### config.mk
export PLATFORM = sky130hd
export DESIGN_NAME = uart_fifo_ctrl
export DESIGN_NICKNAME = d
export VERILOG_FILES = /design/src/rtl/uart_fifo_pkg.sv /design/src/rtl/uart_fifo_ptr.sv /design/src/rtl/uart_fifo_ctrl.sv
export SDC_FILE = /design/constraint.sdc
export NUM_CORES = 1
export LEC_CHECK = 0
export CORE_MARGIN = 4
export CORE_UTILIZATION = 41
export CTS_CLUSTER_SIZE = 10
export DETAILED_ROUTE_END_ITERATION = 6
export GPL_ROUTABILITY_DRIVEN = 0
export PLACE_DENSITY = 0.79
export SKIP_CTS_REPAIR_TIMING = 1
export SLEW_MARGIN = 10
export SYNTH_ARGS = -nofsm -noshare
export SYNTH_HDL_FRONTEND = slang
export SYNTH_SLANG_ARGS = --single-unit
### constraint.sdc
create_clock -name clk -period 2.7 [get_ports clk]
set_clock_uncertainty 0.1 [all_clocks]
set_input_delay 0.54 -clock clk [delete_from_list [all_inputs] [get_ports clk]]
set_output_delay 0.54 -clock clk [all_outputs]
set_load 0.01 [all_outputs]
### src/rtl/uart_fifo_pkg.sv
// uart_fifo_pkg: pointer/depth derivation and UART status-register bit indices
// shared by the FIFO controller and the register block.
package uart_fifo_pkg;
   localparam int ST_EMPTY = 0;
   localparam int ST_FULL  = 1;
   localparam int ST_AFULL = 2;
   localparam int ST_OVF   = 3;
   localparam int ST_UNF   = 4;
   function automatic int fifo_depth(input int addrsize);
      return 1 << addrsize;
   endfunction
   // One extra pointer bit separates full from empty when the low bits match.
   function automatic int ptr_width(input int addrsize);
      return addrsize + 1;
   endfunction
endpackage

### src/rtl/uart_fifo_ptr.sv
// uart_fifo_ptr: FIFO pointer counter with enable and async reset; the MSB
// toggles on every wrap of the low address bits.
module uart_fifo_ptr #(
   parameter int W = 5
) (
   input  logic         clk,
   input  logic         rst,
   input  logic         i_en,
   output logic [W-1:0] o_ptr
);
   logic [W-1:0] r_ptr;
   always_ff @(posedge clk or posedge rst)
      if (rst) r_ptr <= '0;
      else if (i_en) r_ptr <= r_ptr + 1'b1;
   assign o_ptr = r_ptr;
endmodule

### src/rtl/uart_fifo_ctrl.sv
// uart_fifo_ctrl: single-clock FIFO controller driving an external fifomem RAM.
// Optional high-water mark output enabled by defining UART_FIFO_PEAK_EN.
module uart_fifo_ctrl
   import uart_fifo_pkg::*;
#(
   parameter int DATASIZE  = 8,
   parameter int ADDRSIZE  = 4,
   parameter int AFULL_LVL = 12
) (
   input  logic                clk,
   input  logic                rst,
   input  logic                wr_req,
   input  logic [DATASIZE-1:0] wr_data,
   input  logic                rd_req,
   output logic [DATASIZE-1:0] rd_data,
   output logic                rd_valid,
   output logic                full,
   output logic                empty,
   output logic                almost_full,
   output logic [ADDRSIZE:0]   count,
   output logic                overflow,
   output logic                underflow,
   input  logic                err_clr,
`ifdef UART_FIFO_PEAK_EN
   output logic [ADDRSIZE:0]   peak,
`endif
   output logic [ADDRSIZE-1:0] mem_waddr,
   output logic [ADDRSIZE-1:0] mem_raddr,
   output logic [DATASIZE-1:0] mem_wdata,
   output logic                mem_wclken,
   input  logic [DATASIZE-1:0] mem_rdata
);
   localparam int PW = ptr_width(ADDRSIZE);
   localparam logic [PW-1:0] AF = PW'(AFULL_LVL);
   logic [PW-1:0]       w_wptr, w_rptr;
   logic                w_push_ok, w_pop_ok;
   logic [DATASIZE-1:0] r_rd_data;
   logic                r_rd_valid, r_ovf, r_unf;
   uart_fifo_ptr #(.W(PW)) u_wptr (.clk(clk), .rst(rst), .i_en(w_push_ok), .o_ptr(w_wptr));
   uart_fifo_ptr #(.W(PW)) u_rptr (.clk(clk), .rst(rst), .i_en(w_pop_ok),  .o_ptr(w_rptr));
   assign empty       = w_wptr == w_rptr;
   assign full        = (w_wptr[PW-1] != w_rptr[PW-1]) && (w_wptr[ADDRSIZE-1:0] == w_rptr[ADDRSIZE-1:0]);
   assign count       = w_wptr - w_rptr;
   assign almost_full = count >= AF;
   // A pop frees a slot on the same edge, so a full FIFO still takes a push alongside it.
   assign w_pop_ok    = rd_req & ~empty;
   assign w_push_ok   = wr_req & (~full | w_pop_ok);
   assign mem_waddr   = w_wptr[ADDRSIZE-1:0];
   assign mem_raddr   = w_rptr[ADDRSIZE-1:0];
   assign mem_wdata   = wr_data;
   assign mem_wclken  = w_push_ok;
   always_ff @(posedge clk or posedge rst)
      if (rst) begin
         r_rd_data  <= '0;
         r_rd_valid <= 1'b0;
         r_ovf      <= 1'b0;
         r_unf      <= 1'b0;
      end else begin
         if (w_pop_ok) r_rd_data <= mem_rdata;
         r_rd_valid <= w_pop_ok;
         r_ovf      <= (wr_req & ~w_push_ok) | (r_ovf & ~err_clr);
         r_unf      <= (rd_req & ~w_pop_ok) | (r_unf & ~err_clr);
      end
   assign rd_data   = r_rd_data;
   assign rd_valid  = r_rd_valid;
   assign overflow  = r_ovf;
   assign underflow = r_unf;
`ifdef UART_FIFO_PEAK_EN
   logic [ADDRSIZE:0] r_peak;
   always_ff @(posedge clk or posedge rst)
      if (rst) r_peak <= '0;
      else r_peak <= (err_clr || count > r_peak) ? count : r_peak;
   assign peak = r_peak;
`endif
endmodule

# Yosys cells after proc, flatten, opt, wreduce, memory -nomap -nowiden
# Cells that the tools add are included.
# Widths: inputs -> output; s select.
[word_totals]
register_bits = 21
out_inout_bits = 36
input_bits = 21
wordCells = 28
[op_classes]
magnitude_cmp = 1
n_bitwise = 14
reduce_logical = 1
add_sub_neg = 3
eq_ne = 3
[ops]
columns = ["cell", "n"]
rows = [
  ["$add 5x1->5 const B", 2],
  ["$and 1x1->1", 6],
  ["$eq 5x5->1", 1],
  ["$ge 5x4->1 const B", 1],
  ["$not 1->1", 5],
  ["$sub 5x5->5", 1],
  ["$eq 4x4->1", 1],
  ["$or 1x1->1", 3],
  ["$logic_and 1x1->1", 1],
  ["$ne 1x1->1", 1],
]

# Longest topological paths before layout
[logic_depth]
depth_word = 8
depth_mapped = 8
depth_no_buf = 8

# Cells and area by module
# A second synthesis with hierarchy kept.
[unflattened]
cells_unflattened = 98
area_unflattened_um2 = 1127.3
[by_module_without_submodules]
columns = ["mod", "instances", "area_each_um2", "seq_area_each_um2", "cells_per_inst"]
rows = [
  ["uart_fifo_ctrl", 1, 719.4, 275.3, 68],
  ["uart_fifo_ptr", 2, 203.9, 125.1, 15],
]

# Worst setup path after synthesis
# OpenSTA, ideal clock, no wires.
[synth_timing]
kind = "flip-flop to output port"
from = "reg u_wptr.r_ptr[0] (netlist: u_wptr.o_ptr[0])"
to = "out almost_full"
path_slack_ns = 0.163
arrival_time_ns = 1.897
stages_incl_launch_ff = 9
required_ns = 2.060
cell_sequence = "dfrtp_1 inv_1 ha_1 inv_1 fa_1 a21o_1 a21oi_1 xnor2_1 a2111o_1"
[synth_between]
elab_chain_cells = 2
[synth_rtl]
columns = ["element", "line", "text"]
rows = [
  ["start: declaration", "uart_fifo_ptr.sv:11", "logic [W-1:0] r_ptr;"],
  ["start signal: assignment", "uart_fifo_ptr.sv:14", "else if (i_en) r_ptr <= r_ptr + 1'b1;"],
  ["$sub 5x5->5", "uart_fifo_ctrl.sv:43", "assign count = w_wptr - w_rptr;"],
  ["via count[4]", "uart_fifo_ctrl.sv:20", "output logic [ADDRSIZE:0] count,"],
  ["$ge 5x4->1", "uart_fifo_ctrl.sv:44", "assign almost_full = count >= AF;"],
  ["end: declaration", "uart_fifo_ctrl.sv:19", "output logic almost_full,"],
]
# The timed path passes the listed nets, and every way through them passes these cells.

# Worst setup path in the final report
[layout_timing]
from = "reg u_wptr.r_ptr[0] (netlist: u_wptr.o_ptr[0])"
to = "out almost_full"
[layout_between]
elab_chain_cells = 2
[layout_rtl]
columns = ["element", "line"]
rows = [
  ["$sub 5x5->5", "uart_fifo_ctrl.sv:43"],
  ["$ge 5x4->1", "uart_fifo_ctrl.sv:44"],
]
# Every way passes these cells.

==> results.ini <==
[synthesis]
synthesis.nets=137
synthCells=109
synth_common_cells=21 x dfrtp_1, 16 x buf_4, 10 x inv_1
synth_ff_type=dfrtp_1
ys_top_cells_by_area=dfrtp_1 42%, buf_4 9.5%, mux2_4 9.5%, ha_1 5.9%, xnor2_1 4.2%
async_reset_ff_frac=1.000
ys_seq_area_frac=0.4163
post_synth_instance_area_um2=1262
yosysTopAreaCellShare=0.4163
ys_ff_latch=21
yosysMostFrequentCell=dfrtp_1
synth_cell_types=29
synth.largest_area_cell=dfrtp_1
avgSynthCellArea_um2=11.58
yosys_warnings=0
synth_edf_count=0

[drt]
dr.max_layer_used=met4
dr.pass1.iters=4
wl_met2_mm=1.387
antenna_left=0
drt_iter0_markers=24
drc=0
vias=869
routed_wl_mm=2.677
viasPerCell=4.882
met3WireLength_um=122
met1_length_mm=1.136
wl_per_cell_um=15.04

[cells_and_area]
post-route-util=0.6075
num-fill-cells=254
drive_gt1_frac=0.2653
nets=176
layout.cells.non_filler=178
antennaDiodeCount=0
area_delta_synth_final_pct=37.26

[floorplanning]
die_w_um=63.49
row_count=19
io_pins=57
die_area_um2=4031
core_um2=2853
initial_core_util=0.4425
die_y_um=63.49

[critical_path]
rr_startpoint=u_rptr.o_ptr[2]
crit_start=u_wptr.o_ptr[0]
criticalPathCategory=flop to primary output
worstPathRequired_ps=2060
start_kind=flop
end_kind=primary output
crit_arrival_ps=2230
cp_max_fo=3

[job]
cap_violations=0

[global_route]
first_global_vias=954
antenna_found_initial=0
grt_usage=0.1381
overflow=0
grt_max_degree=22
grt_pass1_wl_mm=4.464

[sta]
setup_slack_ps=-166.1
fin_tns_setup_ps=-258.6
finalSetupViolations=2
fin_crit_sh=1.062
drv_slew=0
min_period_ps=2866
rsz0062_at_grt=yes
fmax_ghz=0.3489
worst_pin_slew_ps=783.7
hold_violations=0
slew_headroom=0.4770

[clocking]
clk_latency_ps=300
cts_tree=built
path_clk_slew_ps=120
clockRootBuffer=clkbuf_4
cts.sinks=21
cts_buffers=3
htree_levels=1
max-clock-path-buffers=2

[power_and_ir_drop]
p_sw_uw=979.7
p_sw_frac=0.4015
power_density_nw_per_um2=1408
ir_worst_vdd_mv=0.8224
p_leak_uw=0.0008118
clockPowerShare=0.062
power_frac_comb=0.721
p_int_uw=1460
seqPwrFrac=0.217

[min_path]
hp-class=flop to flop
min_from=rd_data[2]

[place]
dp_hpwl_mm=2.105
dpl.cell_count=173
port_buffers=40

[run_status]
status=finished with violations
violations=negative setup slack

[cell families after synthesis]
family / Yosys count / synth area share
buf+inv: 28 / 0.1437
simple gates: 22 / 0.1120
xor+xnor: 12 / 0.08920
flops: 21 / 0.4163
fa+ha+maj: 7 / 0.07532
compound gates: 9 / 0.05054
mux: 10 / 0.1130
[power by group through the flow]
| stage | clock [µW] | sequential (µW) | combinational [µW] |
|---|---|---|---|
| 3_3_place_gp | 0 | 526 | 1650 |
| 3_5_place_dp | 0 | 533 | 1700 |
| 4_1_cts | 157 | 526 | 1710 |
| 6_report | 151 | 530 | 1760 |
| 5_1_grt | 170 | 546 | 1910 |
| 2_1_floorplan | 0 | 561 | 922 |
[sequential cells by signal, summed over array words and instances (netlist names)]
signal,count
overflow,1
u_rptr.o_ptr,5
rd_data,8
rd_valid,1
underflow,1
u_wptr.o_ptr,5
[per-stage QoR]
step	setup slack (ps)	power [µW]	area [µm²]	hold slack, ps
floorplan	163.4	1483	1262	389.6
global placement	-144.1	2172	1637	393.8
detailed placement	-212.1	2237	1637	397.5
CTS	-561.5	2391	1664	429.6
global route	-309.9	2628	1733	449.4
finish	-166.1	2440	1733	427.9
[worst paths after layout]
check	depth (start not counted)	end	slack, ps
setup / recovery	9	almost_full	-170
hold / removal	1	rd_data[2]	430
setup reg to reg	6	u_rptr.o_ptr[1]	610
hold reg to reg	1	rd_data[2]	430
max in group asynchronous	2	u_rptr.o_ptr[3]	1450
min in group asynchronous	2	rd_data[3]	570
[worst max-delay path, stage by stage, from the launching register on]
cell and delay [ps]:
dfrtp_1 400, inv_1 60, ha_2 170, inv_2 50, fa_2 420, xor2_2 170
nand3b_1 80, o21ai_0 80, a2111o_1 380, clkbuf_2 130
[cell type report]
cell class | count | area [µm²] | share of cell area
clock buffer | 3 | 22.52 | 0.01300
clock inverter | 1 | 5.005 | 0.002888
inverter | 11 | 41.29 | 0.02383
multi-input combinational | 60 | 616.8 | 0.3560
sequential | 21 | 525.5 | 0.3032
tap | 31 | 38.79 | 0.02238
timing repair buffer | 51 | 483.0 | 0.2787
[placed cells by master, fill, tap and decap left out, drive strengths merged, types with 4 or more instances in the layout]
master,n
nor2,4
buf,12
inv,11
xnor2,7
nand2,5
ha,6
clkdlybuf4s50,34
mux2,10
clkbuf,4
dfrtp,21
dlymetal6s2s,4
xor2,5
[metal layers]
metal | global-route usage | vias up
met1 | 0.1691 | 430
met2 | 0.2412 | 15
met5 | 0 | -
li1 | - | 418
met3 | 0.01954 | 6
met4 | 0.05660 | 0
Power figures use the tool's default switching activity.
